`src/rtl/residual_add.sv`:
```
// residual_add -- saturating residual adder for a streaming inference pipeline.
//
// Buffers the skip-connection stream in a small FIFO and adds each incoming
// activation (from the upstream Leaky ReLU stage) to the oldest buffered skip
// element. The sum is computed one bit wider and clamped to the signed
// DATA_WIDTH range, then held in a single output register (1-cycle latency,
// one element per cycle at full throughput). out_last marks the final element
// of each TENSOR_LEN-element tensor.
//
// Optional feature: define RESADD_SAT_CNT_EN to add the sat_count port, a
// 16-bit sticky-at-max counter of act transfers whose sum was clamped.
//
// Ports:
//   clk                       rising-edge clock
//   rst_n                     synchronous active-low reset
//   skip_valid/ready/data     skip-connection input stream
//   act_valid/ready/data      activation input stream
//   out_valid/ready/data      residual sum output stream
//   out_last                  high with the final element of each tensor
//   sat_count                 (RESADD_SAT_CNT_EN only) clamp event counter
module residual_add #(
    parameter int DATA_WIDTH = 16,
    parameter int SKIP_DEPTH = 16,
    parameter int TENSOR_LEN = 64
) (
    input  logic                  clk,
    input  logic                  rst_n,
    input  logic                  skip_valid,
    output logic                  skip_ready,
    input  logic [DATA_WIDTH-1:0] skip_data,
    input  logic                  act_valid,
    output logic                  act_ready,
    input  logic [DATA_WIDTH-1:0] act_data,
    output logic                  out_valid,
    input  logic                  out_ready,
    output logic [DATA_WIDTH-1:0] out_data,
    output logic                  out_last
`ifdef RESADD_SAT_CNT_EN
    ,
    output logic [15:0]           sat_count
`endif
);

    localparam int ADDR_W = $clog2(SKIP_DEPTH);
    localparam int CNT_W  = ADDR_W + 1;
    localparam int IDX_W  = (TENSOR_LEN > 1) ? $clog2(TENSOR_LEN) : 1;

    localparam logic [DATA_WIDTH-1:0] SAT_MAX = {1'b0, {(DATA_WIDTH-1){1'b1}}};
    localparam logic [DATA_WIDTH-1:0] SAT_MIN = {1'b1, {(DATA_WIDTH-1){1'b0}}};
    localparam logic [IDX_W-1:0]      IDX_LAST = IDX_W'(TENSOR_LEN - 1);

    // Skip FIFO storage and bookkeeping
    logic [DATA_WIDTH-1:0] mem [SKIP_DEPTH];
    logic [ADDR_W-1:0]     wr_ptr;
    logic [ADDR_W-1:0]     rd_ptr;
    logic [CNT_W-1:0]      count;
    logic                  fifo_full;
    logic                  fifo_empty;
    logic [DATA_WIDTH-1:0] fifo_head;

    logic                  push;
    logic                  pop;

    // Adder datapath
    logic [DATA_WIDTH:0]   sum_wide;
    logic                  clamped;
    logic [DATA_WIDTH-1:0] sum_sat;

    logic [IDX_W-1:0]      idx;

    assign fifo_full  = (count == CNT_W'(SKIP_DEPTH));
    assign fifo_empty = (count == '0);
    assign fifo_head  = mem[rd_ptr];

    // Readiness depends only on registered state (and out_ready), so a skip
    // element pushed this cycle cannot be consumed until the next one, and a
    // full FIFO stays closed even when a pop happens in the same cycle.
    assign skip_ready = rst_n && !fifo_full;
    assign act_ready  = rst_n && !fifo_empty && (!out_valid || out_ready);

    assign push = skip_valid && skip_ready;
    assign pop  = act_valid && act_ready;

    // NOTE: combinational blocks assign every output up front so no path
    // leaves a variable unassigned, which would otherwise infer a latch.
    always_comb begin
        sum_wide = '0;
        clamped  = 1'b0;
        sum_sat  = '0;
        // Sign-extend both operands by one bit; the extra bit cannot overflow.
        sum_wide = {act_data[DATA_WIDTH-1], act_data} + {fifo_head[DATA_WIDTH-1], fifo_head};
        // Overflow of the DATA_WIDTH result shows as disagreement between the
        // two top bits; the very top bit then carries the true sign.
        clamped  = (sum_wide[DATA_WIDTH] != sum_wide[DATA_WIDTH-1]);
        if (clamped) begin
            sum_sat = sum_wide[DATA_WIDTH] ? SAT_MIN : SAT_MAX;
        end else begin
            sum_sat = sum_wide[DATA_WIDTH-1:0];
        end
    end

    // NOTE: the storage array has no reset; its contents are unreachable until
    // written because the pointers and occupancy are cleared, and leaving it
    // out of reset lets it map onto plain RAM.
    always_ff @(posedge clk) begin
        if (push) begin
            mem[wr_ptr] <= skip_data;
        end
    end

    // NOTE: clocked state uses non-blocking assignments so every register
    // samples pre-edge values regardless of statement order.
    always_ff @(posedge clk) begin
        if (!rst_n) begin
            wr_ptr <= '0;
            rd_ptr <= '0;
            count  <= '0;
        end else begin
            if (push) begin
                wr_ptr <= wr_ptr + 1'b1;
            end
            if (pop) begin
                rd_ptr <= rd_ptr + 1'b1;
            end
            case ({push, pop})
                2'b10:   count <= count + 1'b1;
                2'b01:   count <= count - 1'b1;
                default: count <= count;
            endcase
        end
    end

    // Output register: an act transfer always reloads it (full throughput),
    // otherwise a completed output transfer empties it; otherwise it holds.
    always_ff @(posedge clk) begin
        if (!rst_n) begin
            out_valid <= 1'b0;
            out_data  <= '0;
            out_last  <= 1'b0;
            idx       <= '0;
        end else begin
            if (pop) begin
                out_valid <= 1'b1;
                out_data  <= sum_sat;
                out_last  <= (idx == IDX_LAST);
                idx       <= (idx == IDX_LAST) ? '0 : idx + 1'b1;
            end else if (out_valid && out_ready) begin
                out_valid <= 1'b0;
            end
        end
    end

`ifdef RESADD_SAT_CNT_EN
    always_ff @(posedge clk) begin
        if (!rst_n) begin
            sat_count <= '0;
        end else if (pop && clamped && (sat_count != 16'hFFFF)) begin
            sat_count <= sat_count + 16'd1;
        end
    end
`endif

endmodule

```
`config.mk`:
```
export PLATFORM = sky130hd
export DESIGN_NAME = residual_add
export DESIGN_NICKNAME = d
export VERILOG_FILES = /design/src/rtl/residual_add.sv
export SDC_FILE = /design/constraint.sdc
export NUM_CORES = 1
export LEC_CHECK = 0
export CAP_MARGIN = 20
export CORE_MARGIN = 2
export CORE_UTILIZATION = 54
export DETAILED_ROUTE_END_ITERATION = 16
export PLACE_DENSITY = 0.73
export SLEW_MARGIN = 10
export SYNTH_ARGS = -nofsm -noshare
export SYNTH_HDL_FRONTEND = slang
export SYNTH_SLANG_ARGS = --single-unit
```
`constraint.sdc`:
```
create_clock -name clk -period 3.9 [get_ports clk]
set_input_delay 1.17 -clock clk [delete_from_list [all_inputs] [get_ports clk]]
set_output_delay 1.17 -clock clk [all_outputs]
set_load 0.005 [all_outputs]
```
==> summary by stage <==
Timing
Setup repair after global routing left no endpoint under its margin. The number of max-slew violations in the final report is 0. Hold timing on the final database bottoms out at a slack of 0.4538 ns. The worst pin sits at a relative slew slack of 0.5884. Counting I/O delays and the setup requirement, the final critical path takes 3.771 ns.

The total of endpoints with negative setup slack in the final report is 0. Setup total negative slack on the finished layout was measured at 0 ns. The hold violation count in the final report is 0. Dividing the final minimum period by the clock period gives 0.9669.

The maximum clock rate is 265.2 MHz. The worst clock skew is 0.01582 ns. At the pin with the least slew margin, the transition time is 0.6151 ns.

Floorplanning
The floorplan step set the die height to 155.3 um. 57 I/O pins were placed. The core region is 0.02257 sq mm. The floorplan has 55 rows. The width of the chip is 155.3 um. The initial utilization of the core area, before any placement, comes to 0.5475. The floorplan die area is 0.02411 sq mm.

Clock network
The hold-fix buffer count after cts is 0. CTS built an H-tree with a depth of 1. The TritonCTS clock tree is built. The worst-skew pair later-pin latency is 0.56 ns.

The longest clock path from root to sink contains 3 buffers. The clock transition time at the flip-flop clock pins of the worst setup and hold paths is 0.06 ns. Counting every sink on the clock net gives 297. The TritonCTS buffer count is 30. The clock tree root buffer cell is clkbuf_16.

Hold path
The start point of the worst hold path is out_data[10]. The class of the most critical hold timing path is flip-flop to flip-flop.

Pwr
Dividing total power by cell area gives a power density of 506.5 mW/mm^2. The largest voltage drop on the vdd net is 0.4335 mV. Summed over all cells, the static leakage comes to 4.863 nW. The post-route total power is 7.460 mW.

Route
After detailed routing, the number of remaining DRC violations is 0. In the routed layout, each cell is associated on average with a via count of 5.927. The DRC marker count from the first detailed-route iteration is 548. The wire length per cell after detailed routing is 24.02 um. The sum of met2 wire segment lengths after detailed routing is 13390 um. Summing over every cut layer, the via total after detailed routing is 6478.

Detailed routing placed a total of 1506 um of wire on met3. For this block, wires on met1 add up to 10810 um. The sum of routed wire length over all layers is 26260 um. For this run, the detailed router's first-pass iteration total came to 5.

Signal routing reaches up to met4. The detail route stage leaves a number of antenna-violating nets equal to 0.

Finish
The filler cells instantiated in the layout total 1502. The share of cells above drive strength 1 is 0.2673. The utilization after layout is 0.6526.

The number of nets in the finished design is 849. From synthesis to final layout, the design area changed by 19.20%. With fillers left out, the area of the finished cells amounts to 0.01473 sq mm. The sequential standard cell area is 0.008513 sq mm. The repair_antennas step left the layout with diodes totalling 0.

The area taken by multi-input logic gates is 0.003657 sq mm.

Setup path
The setup path with the least slack is of type flip-flop to flip-flop. The startpoint class of the critical path is a flip-flop. The critical path data required time is 4.38 ns. The data arrival time of the critical path is 4.25 ns. STA classifies the critical path endpoint as a flip-flop. In this run the worst path has a maximum fanout of 13.

Global routing
The wire length of the first global-routing pass is 39680 um. Entering global routing, the biggest net connects 65 pins. The number of antenna violations at the first check in global routing was 0. The via count of the first global-routing pass came to 6805. After global routing the overflow that remains totals 0. Across every metal layer, demand over resource in global routing totals 0.2205.

Logic synthesis
The number of warnings reported in the yosys synthesis log is 0. The cell area that synthesis handed to floorplanning was 0.01236 sq mm. The async set-reset flop share out of synthesis is 0. A synthesized cell averages 18.25 sq um.

By count the netlist is led by 256 x edfxtp_1, 80 x mux4_2, 41 x dfxtp_1. The largest area contributor in the synthesized netlist is edfxtp_1. The flop and latch count out of synthesis is 297. The number of nets in the synthesized netlist is 742. The area fraction of the dominant cell type after synthesis is 0.6221. Among all flip-flop cells after synthesis, the most frequent one is edfxtp_1.

The post-synthesis cell type count is 52. The number of enable flip-flop cells after synthesis is 256. The leading cell type by number of instances after synthesis is edfxtp_1.

By area the synthesized netlist is led by edfxtp_1 62%, mux4_2 15%, dfxtp_1 6.6%. The number of cells produced by synthesis is 677. The sequential element share of the synthesized area is 0.6885.

Placement
Input and output buffers added on the ports amount to 56. The cell area after placement is 0.01355 sq mm. The last weighted congestion value of the routability-driven placer is 0.7789.

The post-detailed-placement half-perimeter wirelength is 16730 um.

Job
Across the run, the number of max-cap violations was 0.

Outcome
The flow ran to the end, and the final reports show no timing, DRC or antenna violations.
-- final timing paths --
check             slack (ns)  cells after the start      endpoint
hold reg to reg         0.45                      2  out_data[10]
setup / recovery        0.13                     12   out_data[2]
setup reg to reg        0.13                     12   out_data[2]
hold / removal          0.45                      2  out_data[10]
-- layout make-up --
| cell class | count | share of cell area |
|---|---|---|
| Inverter | 14 | 0.003568 |
| Tap cell | 285 | 0.02421 |
| Multi-Input combinational cell | 334 | 0.2483 |
| Clock buffer | 32 | 0.05148 |
| Sequential cell | 297 | 0.5780 |
| Timing Repair Buffer | 107 | 0.07254 |
| Clock inverter | 24 | 0.02192 |
-- placed cells by master (no fill, tap or decap), types with 15 or more instances in the layout --
cell type	instances
xnor2_1	15
a21oi_1	18
clkbuf_16	32
edfxtp_1	256
nor2_1	22
o21ai_0	20
clkdlybuf4s50_1	56
ha_1	26
nand2_1	26
buf_4	43
dfxtp_1	39
and2_1	15
mux4_2	80
-- cell families after synthesis --
family | synth area share
adders and majority gates | 0.03929
xor gates and xnor gates | 0.01914
and+or+nand+nor | 0.04445
muxes | 0.1458
AOI/OAI and AO/OA | 0.04516
buffers and inverters | 0.01762
DFF | 0.6885
-- repair_timing --
action | 4_1_cts | 5_1_grt
setup buffers | 0 | 2
setup endpoints to repair | 0 | 6
gates resized for setup | 0 | 4
-- sequential cells by signal (all words and copies together) (netlist names), named ones only --
register   flops
count          5
idx            6
mem          256
out_data      16
out_last       1
out_valid      1
rd_ptr         4
wr_ptr         4
-- stage by stage --
step / worst slack (ns) / instances
final: 0.1290 / 1093
after global routing: 0.01522 / 1093
after CTS: 0.09234 / 1089
after detailed placement: 0.1095 / 1033
after global placement: 0.1746 / 1033
after floorplan: 0.2650 / 677
-- power by group --
part | switching (mW) | internal, mW | leakage, nW | total [mW]
clock | 1.18 | 1.88 | 0.520 | 3.06
sequential | 0.0315 | 3.50 | 2.64 | 3.53
combinational | 0.426 | 0.443 | 1.70 | 0.868
total | 1.64 | 5.82 | 4.86 | 7.46
-- routing by layer --
metal  vias up  global-route usage
met5         -                   0
met4         0             0.05242
met3        37             0.03398
met2       210              0.3831
met1      3322              0.2985
li1       2909                   -
-- critical path, stage by stage, from the launching register on --
cell	delay, ns
dfxtp_4	0.45
buf_12	0.14
clkbuf_16	0.18
mux4_2	0.52
mux4_2	0.56
ha_1	0.33
o211ai_1	0.11
o211ai_1	0.40
o2bb2ai_1	0.19
o221ai_2	0.13
buf_12	0.17
maj3_1	0.35
a21oi_1	0.14
No activity file was read; power rests on OpenSTA's default activity.
